<file path="src/rtl/edge_rate_counter_if.sv">
// Result channel of the edge rate counter: count word with valid/ready handshake.
interface edge_rate_counter_if #(
  parameter int CW = 8
);
  logic [CW-1:0] count_data;
  logic          count_valid;
  logic          count_ready;

  modport master (output count_data, output count_valid, input count_ready);
  modport slave  (input count_data, input count_valid, output count_ready);
endinterface

</file>
<file path="src/rtl/edge_rate_counter.sv">
// Counts selected edges of `in` over back-to-back WINDOW-cycle windows; first result WINDOW+2 edges after enable.
// Results wait in a one-deep output register; an unconsumed result is overwritten and flagged on dropped.
module edge_rate_counter #(
  parameter int CW     = 8,
  parameter int WINDOW = 16,
  parameter int EDGE   = 0
) (
  input  logic                 clock,
  input  logic                 reset_n,
  input  logic                 enable,
  input  logic                 in,
  edge_rate_counter_if.master  count,
  output logic                 dropped,
  output logic                 busy
);

  localparam int WW = $clog2(WINDOW);
  localparam logic [WW-1:0] WIN_LAST = WW'(WINDOW - 1);
  localparam logic [CW-1:0] CNT_MAX  = '1;

  localparam logic [1:0] IDLE  = 2'd0;
  localparam logic [1:0] ARM   = 2'd1;
  localparam logic [1:0] COUNT = 2'd2;

  logic [1:0]    state;
  logic [1:0]    state_nxt;
  logic          in_d;
  logic [CW-1:0] edge_cnt;
  logic [WW-1:0] win_cnt;

  logic          rise;
  logic          fall;
  logic          hit;
  logic [CW-1:0] cnt_sum;
  logic          win_end;
  logic          publish;
  logic          transfer;

  always_comb begin
    rise     = in & ~in_d;
    fall     = ~in & in_d;
    hit      = (EDGE == 0) ? rise : ((EDGE == 1) ? fall : (rise | fall));
    // saturate instead of wrapping so a fast input reads as "at least max"
    cnt_sum  = (hit && (edge_cnt != CNT_MAX)) ? edge_cnt + 1'b1 : edge_cnt;
    win_end  = (state == COUNT) && (win_cnt == WIN_LAST);
    publish  = win_end && enable;
    transfer = count.count_valid && count.count_ready;

    state_nxt = IDLE;
    case (state)
      IDLE:    state_nxt = enable ? ARM : IDLE;
      ARM:     state_nxt = enable ? COUNT : IDLE;
      COUNT:   state_nxt = enable ? COUNT : IDLE;
      default: state_nxt = IDLE;
    endcase
  end

  always_ff @(posedge clock or negedge reset_n) begin
    if (!reset_n) begin
      state             <= IDLE;
      busy              <= 1'b0;
      in_d              <= 1'b0;
      edge_cnt          <= '0;
      win_cnt           <= '0;
      count.count_data  <= '0;
      count.count_valid <= 1'b0;
      dropped           <= 1'b0;
    end else begin
      state <= state_nxt;
      busy  <= (state_nxt != IDLE);

      case (state)
        ARM: begin
          // reference sample only; the first window starts on the next cycle
          in_d     <= in;
          edge_cnt <= '0;
          win_cnt  <= '0;
          dropped  <= 1'b0;
        end
        COUNT: begin
          if (enable) begin
            in_d <= in;
            if (win_end) begin
              edge_cnt <= '0;
              win_cnt  <= '0;
            end else begin
              edge_cnt <= cnt_sum;
              win_cnt  <= win_cnt + 1'b1;
            end
          end
        end
        default: ;
      endcase

      if (publish) begin
        count.count_data  <= cnt_sum;
        count.count_valid <= 1'b1;
        if (count.count_valid && !count.count_ready)
          dropped <= 1'b1;
      end else if (transfer) begin
        count.count_valid <= 1'b0;
      end
    end
  end

endmodule

</file>
<file path="src/flat_wrapper.sv">
// flat-port wrapper written by rule: the top's interface ports become plain ports
module edge_rate_counter_flat 
#(
  parameter int CW     = 8,
  parameter int WINDOW = 16,
  parameter int EDGE   = 0
)
  (clock, reset_n, enable, in, dropped, busy, count_count_data, count_count_valid, count_count_ready);
  edge_rate_counter_if #(.CW(CW)) count_i ();
  input  logic clock;
  input  logic reset_n;
  input  logic enable;
  input  logic in;
  output logic dropped;
  output logic busy;
  output wire logic [$bits(count_i.count_data)-1:0] count_count_data;
  output wire logic [$bits(count_i.count_valid)-1:0] count_count_valid;
  input wire logic [$bits(count_i.count_ready)-1:0] count_count_ready;
  assign count_count_data = count_i.count_data;
  assign count_count_valid = count_i.count_valid;
  assign count_i.count_ready = count_count_ready;
  edge_rate_counter #(.CW(CW), .WINDOW(WINDOW), .EDGE(EDGE)) u_core (.clock(clock), .reset_n(reset_n), .enable(enable), .in(in), .count(count_i), .dropped(dropped), .busy(busy));
endmodule
</file>
<file path="config.mk">
export PLATFORM = sky130hd
export DESIGN_NAME = edge_rate_counter_flat
export DESIGN_NICKNAME = d
export VERILOG_FILES = /design/src/rtl/edge_rate_counter_if.sv /design/src/rtl/edge_rate_counter.sv /design/src/flat_wrapper.sv
export SDC_FILE = /design/constraint.sdc
export NUM_CORES = 1
export LEC_CHECK = 0
export BUFFER_PORTS_ARGS = -buffer_cell sky130_fd_sc_hd__buf_2
export CORE_MARGIN = 8
export CORE_UTILIZATION = 49
export CTS_CLUSTER_DIAMETER = 60
export CTS_CLUSTER_SIZE = 28
export DETAILED_ROUTE_END_ITERATION = 8
export PLACE_DENSITY_LB_ADDON = 0.2
export SLEW_MARGIN = 25
export SYNTH_ARGS = -nofsm -noshare
export SYNTH_HDL_FRONTEND = slang
export SYNTH_SLANG_ARGS = --single-unit
</file>
<file path="constraint.sdc">
create_clock -name clock -period 2.2 [get_ports clock]
set_clock_uncertainty 0.15 [all_clocks]
set_input_delay 0.22 -clock clock [delete_from_list [all_inputs] [get_ports clock]]
set_output_delay 0.22 -clock clock [all_outputs]
set_load 0.02 [all_outputs]
</file>
== Word level (Yosys, flattened, before mapping) ==
Index checks and enable logic that the tools add are counted.

* Flip-flop bits (word level): 26
* Bits of input ports: 5
* Output and inout port bits: 11
* Logic and storage cells: 46

* $add $sub $neg: 2
* Equality and inequality tests: 5
* Muxes and demuxes: 17
* Bitwise operators: 2
* Reductions and logical operators: 12

{| class="wikitable"
|+ Operators with widths
! kind !! number
|-
| 8-bit two-way mux || 3
|-
| 8-bit case mux with 2 select lines || 1
|-
| 8-bit by 1-bit adder with 8-bit output, second input constant || 1
|-
| 4-bit two-way mux || 2
|-
| 8-bit inequality test, second input constant || 1
|-
| 4-bit case mux with 2 select lines || 1
|-
| 1-bit two-way mux || 7
|-
| 2-bit nonzero test || 3
|-
| 1-bit logical AND || 5
|-
| 4-bit by 1-bit adder with 4-bit output, second input constant || 1
|-
| 4-bit == test, second input constant || 1
|-
| 2-bit case mux with 2 select lines || 1
|-
| 2-bit by 1-bit == test with 1-bit output, second input constant || 1
|-
| 2-bit == test, second input constant || 1
|-
| 2-bit zero test || 1
|-
| 2-bit two-way mux || 1
|-
| 2-bit inequality test, second input constant || 1
|-
| 1-bit case mux with 2 select lines || 1
|-
| 2-bit AND reduction || 1
|-
| 2-bit OR reduction || 1
|-
| 1-bit bitwise AND || 1
|-
| 1-bit zero test || 1
|-
| 1-bit inverter || 1
|}

== Depth between registers and ports, before layout ==
* Depth after elaboration: 7
* Depth in mapped cells: 7
* Gate-level depth less buffers: 6

== Worst setup path after synthesis ==
No wires, ideal clock.

* Kind: reg2reg
* From: register u_core.state[0]
* To: register u_core.count.count_data[0]
* Setup time: 0.128 ns
* Arrival: 1.344 ns
* Data required time: 1.922 ns
* Slack: 0.578 ns
* Stages on the path, launching flop included: 8
* Path buffers: 1
* Clock period less this slack: 1.622 ns
* Path through: dfrtp_1 -> inv_1 -> ha_1 -> and3_1 -> nand3_2 -> buf_2 -> nand2_1 -> o21ai_0

* Longest elaborated chain between the ends: 3

{| class="wikitable"
|+ RTL lines
! element !! line !! RTL
|-
| from (decl) || edge_rate_counter.sv:25 || <nowiki>logic [1:0] state;</nowiki>
|-
| from (signal assigned) || edge_rate_counter.sv:69 || <nowiki>state <= state_nxt;</nowiki>
|-
| 2-bit == test || edge_rate_counter.sv:45 || <nowiki>win_end = (state == COUNT) && (win_cnt == WIN_LAST);</nowiki>
|-
| 1-bit logical AND || edge_rate_counter.sv:45 ||
|-
| 1-bit logical AND || edge_rate_counter.sv:46 || <nowiki>publish = win_end && enable;</nowiki>
|-
| to (signal assigned) || edge_rate_counter.sv:96 || <nowiki>count.count_data <= cnt_sum;</nowiki>
|-
| to (decl) || edge_rate_counter_if.sv:9 || <nowiki>modport master (output count_data, output count_valid, input count_ready);</nowiki>
|}

Every way passes these cells.
A chain may end at the register's enable or synchronous reset.

== Worst setup path in the final report ==
Same ends and word-level chain as after synthesis.

==> flow_summary.toml <==
[detailed_routing]
drt_iter0_drc = 29
drc = 0
num_vias = 1013
ant_nets = 0
routedWlPerCell_um = 13.8
via_per_inst = 5.45
drt_pre_antenna_iters = 4
drt-total-wl_mm = 2.56

[worst_setup_path]
cp.arrival_ns = 1.86
critPathTopFamily = "simple AND/OR/NAND/NOR gates"
cp_slowest_cell = "dfrtp_1"
crit_buf_inv = 1
cp-start-kind = "flip-flop"
endpoint_kind = "flip-flop"
cp.required_ns = 2.25
cp_max_fo = 18
crit_chain = "inv_1 -> ha_1 -> and3_1 -> nand3_2 -> nand2_1 -> o21ai_0"
critPathMaxStageDelay_ns = 0.43
critPathKind = "reg -> reg"

[timing]
rsz0062_at_grt = "false"
fin_crit_ns = 1.81
timing.hold.ws_ns = 0.0107
maxSlewViolCount = 0
tns_ns = 0
finalHoldViolCount = 0
finalSetupViolations = 0
slew_headroom_pct = 62.1
timing.fmax_mhz = 552
tightest_slew_ns = 0.569
fin_crit_sh_pct = 82.4

[power_and_ir_drop]
swShare_pct = 30.3
peakVddDrop_mv = 0.534
powerDensity_mw_per_mm2 = 796
power.internal_uw = 855
power_switching_uw = 371
leakage_nw = 0.722
p_seq_share_pct = 47.8
clkPwrFrac_pct = 26.9
p_comb_share_pct = 25.3

[yosys]
synthTopCellsByCount = "dfrtp_1 (26), nand2_1 (18), o21ai_0 (10)"
synth_top_cell_by_area = "dfrtp_1"
synth_top_family_by_area = "simple AND/OR/NAND/NOR gates"
synth.distinct_cells = 39
synth_nets = 147
syn_area_sq_mm = 0.00136
ys_seq_elements = 26
synthXorXnorAreaFrac_pct = 3.87
yosysWarnings = 0
synthCells = 136
async_flop_share_pct = 100
synth-simple-area-share_pct = 20.0
synth_compound_area_share_pct = 16.6
synth-edff-count = 0
avgSynthCellArea_sq_um = 9.98
synth_mux_area_share_pct = 2.30
synth_area_leaders = "dfrtp_1 (48%), ha_1 (5.5%), nand2_1 (5.0%)"
yosysMostFrequentCell = "dfrtp_1"
ys_seq_area_share_pct = 47.9
synth_top_area_share_pct = 47.9
synthAdderAreaFrac_pct = 5.53
synth_flop_cell = "dfrtp_1"

[floorplanning]
start_util_pct = 50.5
num_rows = 19
die_area_sq_mm = 0.00471
fp.dieW_um = 68.6
core_area_sq_mm = 0.00269
die_y_um = 68.6
pin_count = 16

[clock_network]
cts_setup_buffers = 0
cts_tree = "built"
htree_levels = 1
clock-sinks = 26
insertion_delay_ns = 0.33
clockBufferDepth = 2
cts_root_buf = "clkbuf_4"
cts_buffers = 3
path_clk_slew_ns = 0.15

[global_route]
grt.total_usage_pct = 12.4
grt_overflow = 0
grt_pass1_vias = 1018
grt_max_degree = 27
grt_pass1_wl_mm = 4.49
antenna_found_initial = 0

[placement]
io_buffers = 15
gp_congestion = 0.896
hpwl_mm = 1.91

[finish]
nNetsFinal = 167
antenna_cells = 0
utilization_pct = 57.3
drive_above_1_share_pct = 18.7
area_growth_pct = 13.5

[status]
status = "finished clean"

[job]
drv_cap = 0

[worst_hold_path]
hp-class = "in -> reg"
## final cells by class
type | instances | area, sq um
Fill cell | 223 | 1150
Multi-Input combinational cell | 98 | 656
Sequential cell | 26 | 651
Timing Repair Buffer | 19 | 113
Tap cell | 31 | 38.8
Clock inverter | 1 | 30.0
Inverter | 8 | 30.0
Clock buffer | 3 | 22.5
## worst min-delay path, delay by kind of cell
kind	cells	cell delay, ns
AND/OR/NAND/NOR	1	0.05
buffers and inverters	1	0.12
AO/OA/AOI/OAI	1	0.06
## per-stage QoR
step | instance area (sq um) | worst slack [ns] | total power, mW | instances
finish | 1540 | 0.388 | 1.23 | 186
global route | 1540 | 0.196 | 1.31 | 186
CTS | 1540 | 0.363 | 1.24 | 186
detailed placement | 1460 | 0.390 | 0.906 | 179
global placement | 1460 | 0.482 | 0.890 | 179
floorplan | 1360 | 0.578 | 0.821 | 136
## placed cells by master (no fill, tap or decap), types with 2 or more instances in the layout
cell type / synthesis / routed
nand2_1: 18 / 18
clkbuf_4: 0 / 3
nor2b_1: 2 / 2
dfrtp_1: 26 / 26
nand2b_1: 3 / 3
o21ai_0: 10 / 10
nand3_1: 4 / 4
a21oi_1: 7 / 7
dlygate4sd3_1: 0 / 3
o211ai_1: 2 / 2
buf_2: 2 / 15
inv_1: 8 / 8
or3_1: 4 / 4
nand4_1: 2 / 2
xnor2_1: 6 / 6
ha_1: 6 / 6
mux2i_1: 2 / 2
a31oi_1: 3 / 3
and2_1: 2 / 2
o21ai_1: 6 / 6
nor2_1: 3 / 3
## sequential cells by signal (all words and copies together) (netlist names)
signal	flops
u_core.count.count_data	8
u_core.edge_cnt	8
u_core.win_cnt	4
u_core.state	2
u_core.busy	1
u_core.count.count_valid	1
u_core.dropped	1
u_core.in_d	1
## kinds of logic after synthesis
| group | Yosys count |
|---|---|
| AOI/OAI and AO/OA | 35 |
| and+or+nand+nor | 48 |
| DFF | 26 |
| xor gates and xnor gates | 6 |
| buffers and inverters | 12 |
| muxes | 3 |
| adders and majority gates | 6 |
## layer usage
layer / part of all wire, % / wire length (um) / global-route usage [%]
met1: 45 / 1150 / 14.3
met2: 49 / 1260 / 21.0
met3: 4.3 / 110 / 2.75
met4: 1.4 / 35 / 6.14
met5: 0 / 0 / 0
## power groups by stage
stage / registers [mW] / logic (mW) / clock network (mW)
6_report: 0.586 / 0.310 / 0.330
2_1_floorplan: 0.593 / 0.228 / 0
3_3_place_gp: 0.591 / 0.299 / 0
3_5_place_dp: 0.596 / 0.310 / 0
5_1_grt: 0.595 / 0.361 / 0.355
4_1_cts: 0.586 / 0.315 / 0.341
## path summary, 6_finish.rpt
check | startpoint | to | slack [ns] | cells after the start
setup reg to reg | u_core.state[0] | u_core.count.count_data[0] | 0.39 | 6
hold reg to reg | u_core.count.count_data[3] | u_core.count.count_data[3] | 0.34 | 2
hold / removal | in | u_core.in_d | 0.01 | 3
max in group asynchronous | reset_n | u_core.edge_cnt[1] | 1.26 | 2
min in group asynchronous | reset_n | u_core.count.count_data[4] | 0.25 | 2
setup / recovery | u_core.state[0] | u_core.count.count_data[0] | 0.39 | 6
## timing repair
action | in CTS | in global routing
endpoints found under the hold margin | 28 | 0
hold buffers | 3 | 0
resized for setup | 0 | 0
(Power assumes the default switching activity.)
